`src/rtl/music_pkg.sv`:
```
// Shared constants for the music request scheduler:
// song table, state encoding and address width.
package music_pkg;

    localparam int AW   = 12;
    localparam int ID_W = 2;
    localparam int NSND = 4;
    localparam int SW   = 13;

    localparam logic [ID_W-1:0] SND_CLICK = 2'd0;
    localparam logic [ID_W-1:0] SND_ERROR = 2'd1;
    localparam logic [ID_W-1:0] SND_ALARM = 2'd2;
    localparam logic [ID_W-1:0] SND_BOOT  = 2'd3;

    typedef enum logic [1:0] {
        IDLE,
        LOAD,
        PLAY,
        HALT
    } state_t;

    function automatic logic [AW-1:0] song_start(
        input logic [ID_W-1:0] id
    );
        case (id)
            SND_CLICK: song_start = 12'h010;
            SND_ERROR: song_start = 12'hFFE;
            SND_ALARM: song_start = 12'h200;
            default:   song_start = 12'h100;
        endcase
    endfunction

    function automatic logic [AW-1:0] song_stop(
        input logic [ID_W-1:0] id
    );
        case (id)
            SND_CLICK: song_stop = 12'h014;
            SND_ERROR: song_stop = 12'h002;
            SND_ALARM: song_stop = 12'h200;
            default:   song_stop = 12'h108;
        endcase
    endfunction

    // Wraps modulo 4096 just like the player's program counter.
    function automatic logic [AW-1:0] song_len(
        input logic [ID_W-1:0] id
    );
        song_len = song_stop(id) - song_start(id);
    endfunction

endpackage

```
`src/rtl/music_scheduler_prio_enc.sv`:
```
// Lowest-index-wins priority encoder with a valid flag.
// Used for both request selection and preemption.
module prio_enc #(
    parameter int N = 4,
    parameter int W = 2
) (
    input  logic [N-1:0] vec,
    output logic [W-1:0] idx,
    output logic         valid
);

    always_comb begin
        idx   = '0;
        valid = |vec;
        for (int i = N - 1; i >= 0; i--) begin
            if (vec[i]) idx = W'(i);
        end
    end

endmodule

```
`src/rtl/music_scheduler.sv`:
```
// Arbitrates sound requesters onto the single tone player,
// timing each song since the player reports no completion.
module music_scheduler
    import music_pkg::*;
#(
    parameter int NREQ  = NSND,
`ifdef SIMULATION
    parameter int DIV   = 100,
`else
    parameter int DIV   = 3000000,
`endif
    parameter int GUARD = 1
) (
    input  logic            Clock,
    input  logic            Reset,
    input  logic [NREQ-1:0] req,
    input  logic            cancel,
    output logic            start,
    output logic [AW-1:0]   start_addr,
    output logic [AW-1:0]   stop_addr,
    output logic            interrupt,
    output logic            busy,
    output logic [1:0]      active_id,
    output logic [NREQ-1:0] done,
    output logic [NREQ-1:0] aborted
);

    localparam int TW = (DIV > 1) ? $clog2(DIV) : 1;

    state_t          state_q, state_d;
    logic [NREQ-1:0] pend_q, pend_d;
    logic [ID_W-1:0] act_q, act_d;
    logic [SW-1:0]   step_q, step_d;
    logic [TW-1:0]   tick_q, tick_d;

    logic [ID_W-1:0] enc_idx;
    logic            enc_vld;
    logic [NREQ-1:0] act_oh;
    logic [NREQ-1:0] sel_oh;
    logic            tick;
    logic            fin;
    logic            preempt;

    prio_enc #(
        .N(NREQ),
        .W(ID_W)
    ) u_enc (
        .vec  (pend_q),
        .idx  (enc_idx),
        .valid(enc_vld)
    );

    assign act_oh  = {{(NREQ-1){1'b0}}, 1'b1} << act_q;
    assign sel_oh  = {{(NREQ-1){1'b0}}, 1'b1} << enc_idx;
    assign tick    = (tick_q == '0);
    // Last step ends on the tick that would take step_cnt to zero.
    assign fin     = tick && (step_q <= SW'(1));
    assign preempt = enc_vld && (enc_idx < act_q);

    always_comb begin
        state_d   = state_q;
        pend_d    = pend_q | req;
        act_d     = act_q;
        step_d    = step_q;
        tick_d    = tick_q;
        start     = 1'b0;
        interrupt = 1'b0;
        done      = '0;
        aborted   = '0;
        unique case (state_q)
            IDLE: begin
                if (cancel) begin
                    pend_d = '0;
                end else if (enc_vld) begin
                    pend_d  = (pend_q | req) & ~sel_oh;
                    act_d   = enc_idx;
                    state_d = LOAD;
                end
            end
            LOAD: begin
                start   = 1'b1;
                step_d  = SW'(song_len(act_q)) + SW'(GUARD);
                tick_d  = TW'(DIV - 1);
                state_d = PLAY;
                if (cancel) begin
                    pend_d  = '0;
                    state_d = HALT;
                end
            end
            PLAY: begin
                tick_d = tick ? TW'(DIV - 1) : tick_q - TW'(1);
                if (tick && (step_q != '0)) step_d = step_q - SW'(1);
                if (fin) begin
                    done    = act_oh;
                    state_d = IDLE;
                    if (cancel) pend_d = '0;
                end else if (cancel) begin
                    pend_d  = '0;
                    state_d = HALT;
                end else if (preempt) begin
                    state_d = HALT;
                end
            end
            HALT: begin
                interrupt = 1'b1;
                aborted   = act_oh;
                state_d   = IDLE;
                if (cancel) pend_d = '0;
            end
            default: state_d = IDLE;
        endcase
    end

    always_ff @(posedge Clock or negedge Reset) begin
        if (!Reset) begin
            state_q <= IDLE;
            pend_q  <= '0;
            act_q   <= '0;
            step_q  <= '0;
            tick_q  <= '0;
        end else begin
            state_q <= state_d;
            pend_q  <= pend_d;
            act_q   <= act_d;
            step_q  <= step_d;
            tick_q  <= tick_d;
        end
    end

    assign busy       = (state_q != IDLE);
    assign active_id  = busy ? 2'(act_q) : 2'd0;
    assign start_addr = start ? song_start(act_q) : '0;
    assign stop_addr  = start ? song_stop(act_q) : '0;

endmodule

```
`config.mk`:
```
export PLATFORM = sky130hd
export DESIGN_NAME = music_scheduler
export DESIGN_NICKNAME = d
export VERILOG_FILES = /design/src/rtl/music_pkg.sv /design/src/rtl/music_scheduler_prio_enc.sv /design/src/rtl/music_scheduler.sv
export SDC_FILE = /design/constraint.sdc
export NUM_CORES = 1
export LEC_CHECK = 0
export ABC_AREA = 1
export BUFFER_PORTS_ARGS = -buffer_cell sky130_fd_sc_hd__buf_2
export CAP_MARGIN = 40
export CORE_MARGIN = 2
export CORE_UTILIZATION = 31
export CTS_BUF_LIST = sky130_fd_sc_hd__clkbuf_2
export DETAILED_ROUTE_END_ITERATION = 16
export GPL_TIMING_DRIVEN = 0
export PLACE_DENSITY = 0.57
export SYNTH_ARGS = -nofsm -noshare
export SYNTH_HDL_FRONTEND = slang
export SYNTH_SLANG_ARGS = --single-unit
```
`constraint.sdc`:
```
create_clock -name Clock -period 4 [get_ports Clock]
set_input_delay 0.8 -clock Clock [delete_from_list [all_inputs] [get_ports Clock]]
set_output_delay 0.8 -clock Clock [all_outputs]
set_load 0.03 [all_outputs]
```
==> impl_results.md <==
- Routed wire per std cell: between 10 and 15 um
- Netlist cell types: 37
- Crit Path Category: register to output port
- Post-Synthesis Cells: between 400 and 500
- Post-synthesis sequential area ratio: ~34%
- Crit path launch type: register
- Initial antenna violation count: 0
- Share of layout cells above drive strength 1: between 10% and 20%
- DPL Wire Length: ~5500 um
- Clock skew: about 0.028 ns
- CP Capture Type: output port
- Total GRT Usage: between 10% and 20%
- Crit path required time: ~3.2 ns
- Post-place setup slack: between 1 and 1.5 ns
- Port bufs: 36
- TritonCTS Sinks: 43
- DRC Markers: 0
- Pins over their slew limit: 0
- Total number of vias: 2870
- Top post-synthesis cells by area: dfrtp_1, nand2_1, nor2_1
- DRT iter0 DRCs: a little over 100
- EDFF count, synth: 0
- Area delta synth->final: 13.63%
- Ant. Diodes: 0
- Clk pin slew, worst setup/hold paths: 0.23 ns
- Synth Flop Type: dfrtp_1
- Final Cycle Share: roughly 77%
- Final TNS setup: 0 ns
- Crit path max fanout: 10
- Yosys reg bits: 43
- Antenna-violating nets left: 0
- Core Area: 9774 sq um
- Setup Fix Bufs, Post-CTS: 0
- Worst vdd ir: 0.2453 mV
- Resized cells post-CTS: 0
- Final Worst Setup Slack: about 0.9 ns
- Vias in the first global route: about 2700
- Ports: between 40 and 50
- Reg2reg setup slack: 1.72 ns
- Vias per Instance: 4.505
- Min Tclk post-route: 3.097 ns
- Clk buf depth: 2
- Die Footprint: about 11000 sq um
- CTS tree: yes
- Critical R2R Launch: state_q[0]$_DFFE_PN0P_
- Hold violation count in the final report: 0
- Final nets: roughly 530
- Die Ht: ~100 um
- Chip Width: between 100 and 150 um
- # setup viols final: 0
- Leakage: approximately 1.9 nW
- Slew @ Worst Pin: around 0.5 ns
- Yosys top cell area share: about 34%
- Power Dens Cells: about 610 nW/um^2
- Reg-to-Reg End: step_q[4]$_DFFE_PN0P_
- Post-cts hold buffer count: 0
- Hold_ws: roughly 0.3 ns
- Async SR Flop Fraction: 100.0%
- Max-slew headroom: between 60 and 70%
- Max Cap Viol: 0
- Rows: 36
- Most common cell in the netlist: nand2_1
- Num CTS Buffers: 5
- DRT Wirelength: around 7000 um
- Largest net degree at the start of global routing: 24
- Top cells by count, synth: nand2_1, nor2_1, inv_1
- Clock Latency Late Sink: 0.41 ns
- DR pass1 iterations: 4
- Starting density of the core: between 30% and 40%
- GP Congestion: slightly below 0.9
- First-pass GRT wire length: between 10000 and 15000 um
- Inst Count DP: 629
- Critical Path AT: between 2 and 2.5 ns
- Synth Area per Inst: approximately 6.9 sq um
- Area leader, netlist: dfrtp_1
- Root Buffer: clkbuf_2
- Global-route congestion overflow total: 0
- Core Util, Final: 36.38%
- Unrepaired setup endpoints after global routing: false
- Worst min path class: input pin to async pin
- Status: completed
- Worst reg2reg path depth: 7
- Yosys warnings: 0
- Synth Cell Area: approximately 3100 sq um
- Fmax: between 300 and 400 MHz
- Final Instance Count excl. Fillers: around 640
- H-tree levels: 2
==> worst max-delay path, stage by stage (launching register included) <==
cell	delay [ns]
dfrtp_1	0.47
inv_1	0.11
ha_1	0.32
clkbuf_1	0.38
nand3_1	0.22
nor2_1	0.16
buf_2	0.22
==> worst max path at each step <==
stage,slack (ns),start,to,depth (start not counted)
after floorplan,1.27,state_q[1]$_DFFE_PN0P_,start_addr[4],5
after global placement,1.43,state_q[0]$_DFFE_PN0P_,done[2],6
after detailed placement,1.40,state_q[0]$_DFFE_PN0P_,done[2],6
after CTS,0.89,state_q[0]$_DFFE_PN0P_,done[2],6
after global routing,0.65,state_q[0]$_DFFE_PN0P_,done[2],6
final,0.90,state_q[0]$_DFFE_PN0P_,done[2],6
==> stage by stage <==
step	total power [W]	instance area, sq um
floorplan	0.001651	3152
global placement	0.001973	3498
detailed placement	0.001988	3518
CTS	0.002185	3556
global route	0.002390	3556
finish	0.002168	3556
==> logic make-up after synthesis <==
kind of cell,after synthesis,synth area share [%]
and+or+nand+nor,260,36.71
buffers and inverters,84,12.79
DFF,43,34.39
AOI/OAI and AO/OA,40,6.957
adders and majority gates,17,6.797
xor gates and xnor gates,8,2.239
other,1,0.1198
==> state kept, by name, summed over array words and instances, names as in the netlist <==
name / count
state_q: 2
step_q: 13
tick_q: 22
act_q: 2
pend_q: 4
==> placed cells by master (no fill, tap or decap), drive strengths merged <==
cell type,synthesis,layout
nor3b,1,1
a22oi,1,1
nor4,1,1
conb,1,7
nand3b,2,2
buf,21,58
a211oi,2,2
clkinv,1,3
o21bai,2,2
nand2,128,128
clkbuf,4,10
a31oi,4,4
a21oi,15,15
ha,17,17
inv,58,58
nor2,63,63
and3,1,1
nor3,11,11
xnor2,3,3
xor2,5,5
or2,8,8
dfrtp,43,43
nand4,4,4
o21ai,16,16
nand3,41,41
==> cell type report <==
type	instances	area, sq um
Tap cell	133	166.4
Timing Repair Buffer	37	200.2
Sequential cell	43	1076
Inverter	59	221.5
Clock inverter	2	7.507
Fill cell	1025	6218
Multi-Input combinational cell	332	1675
Buffer	25	178.9
Clock buffer	6	30.03
==> power by group <==
part	total, W	leakage, nW	switching [W]	internal [W]
Combinational	0.00137	1.39	0.000926	0.000442
Clock	0.000189	0.0281	0.000147	0.0000421
Sequential	0.000612	0.509	0.0000937	0.000518
Total	0.00217	1.92	0.00117	0.00100
==> layer usage <==
metal  global-route usage, %  up-vias  share of wire [%]
li1                        -     1499                  -
met1                   17.95     1320                 48
met2                   23.67       45                 48
met3                   1.942        6                3.3
met4                   3.378        0               0.95
met5                       0        -                  0
No activity file was read; power rests on OpenSTA's default activity.
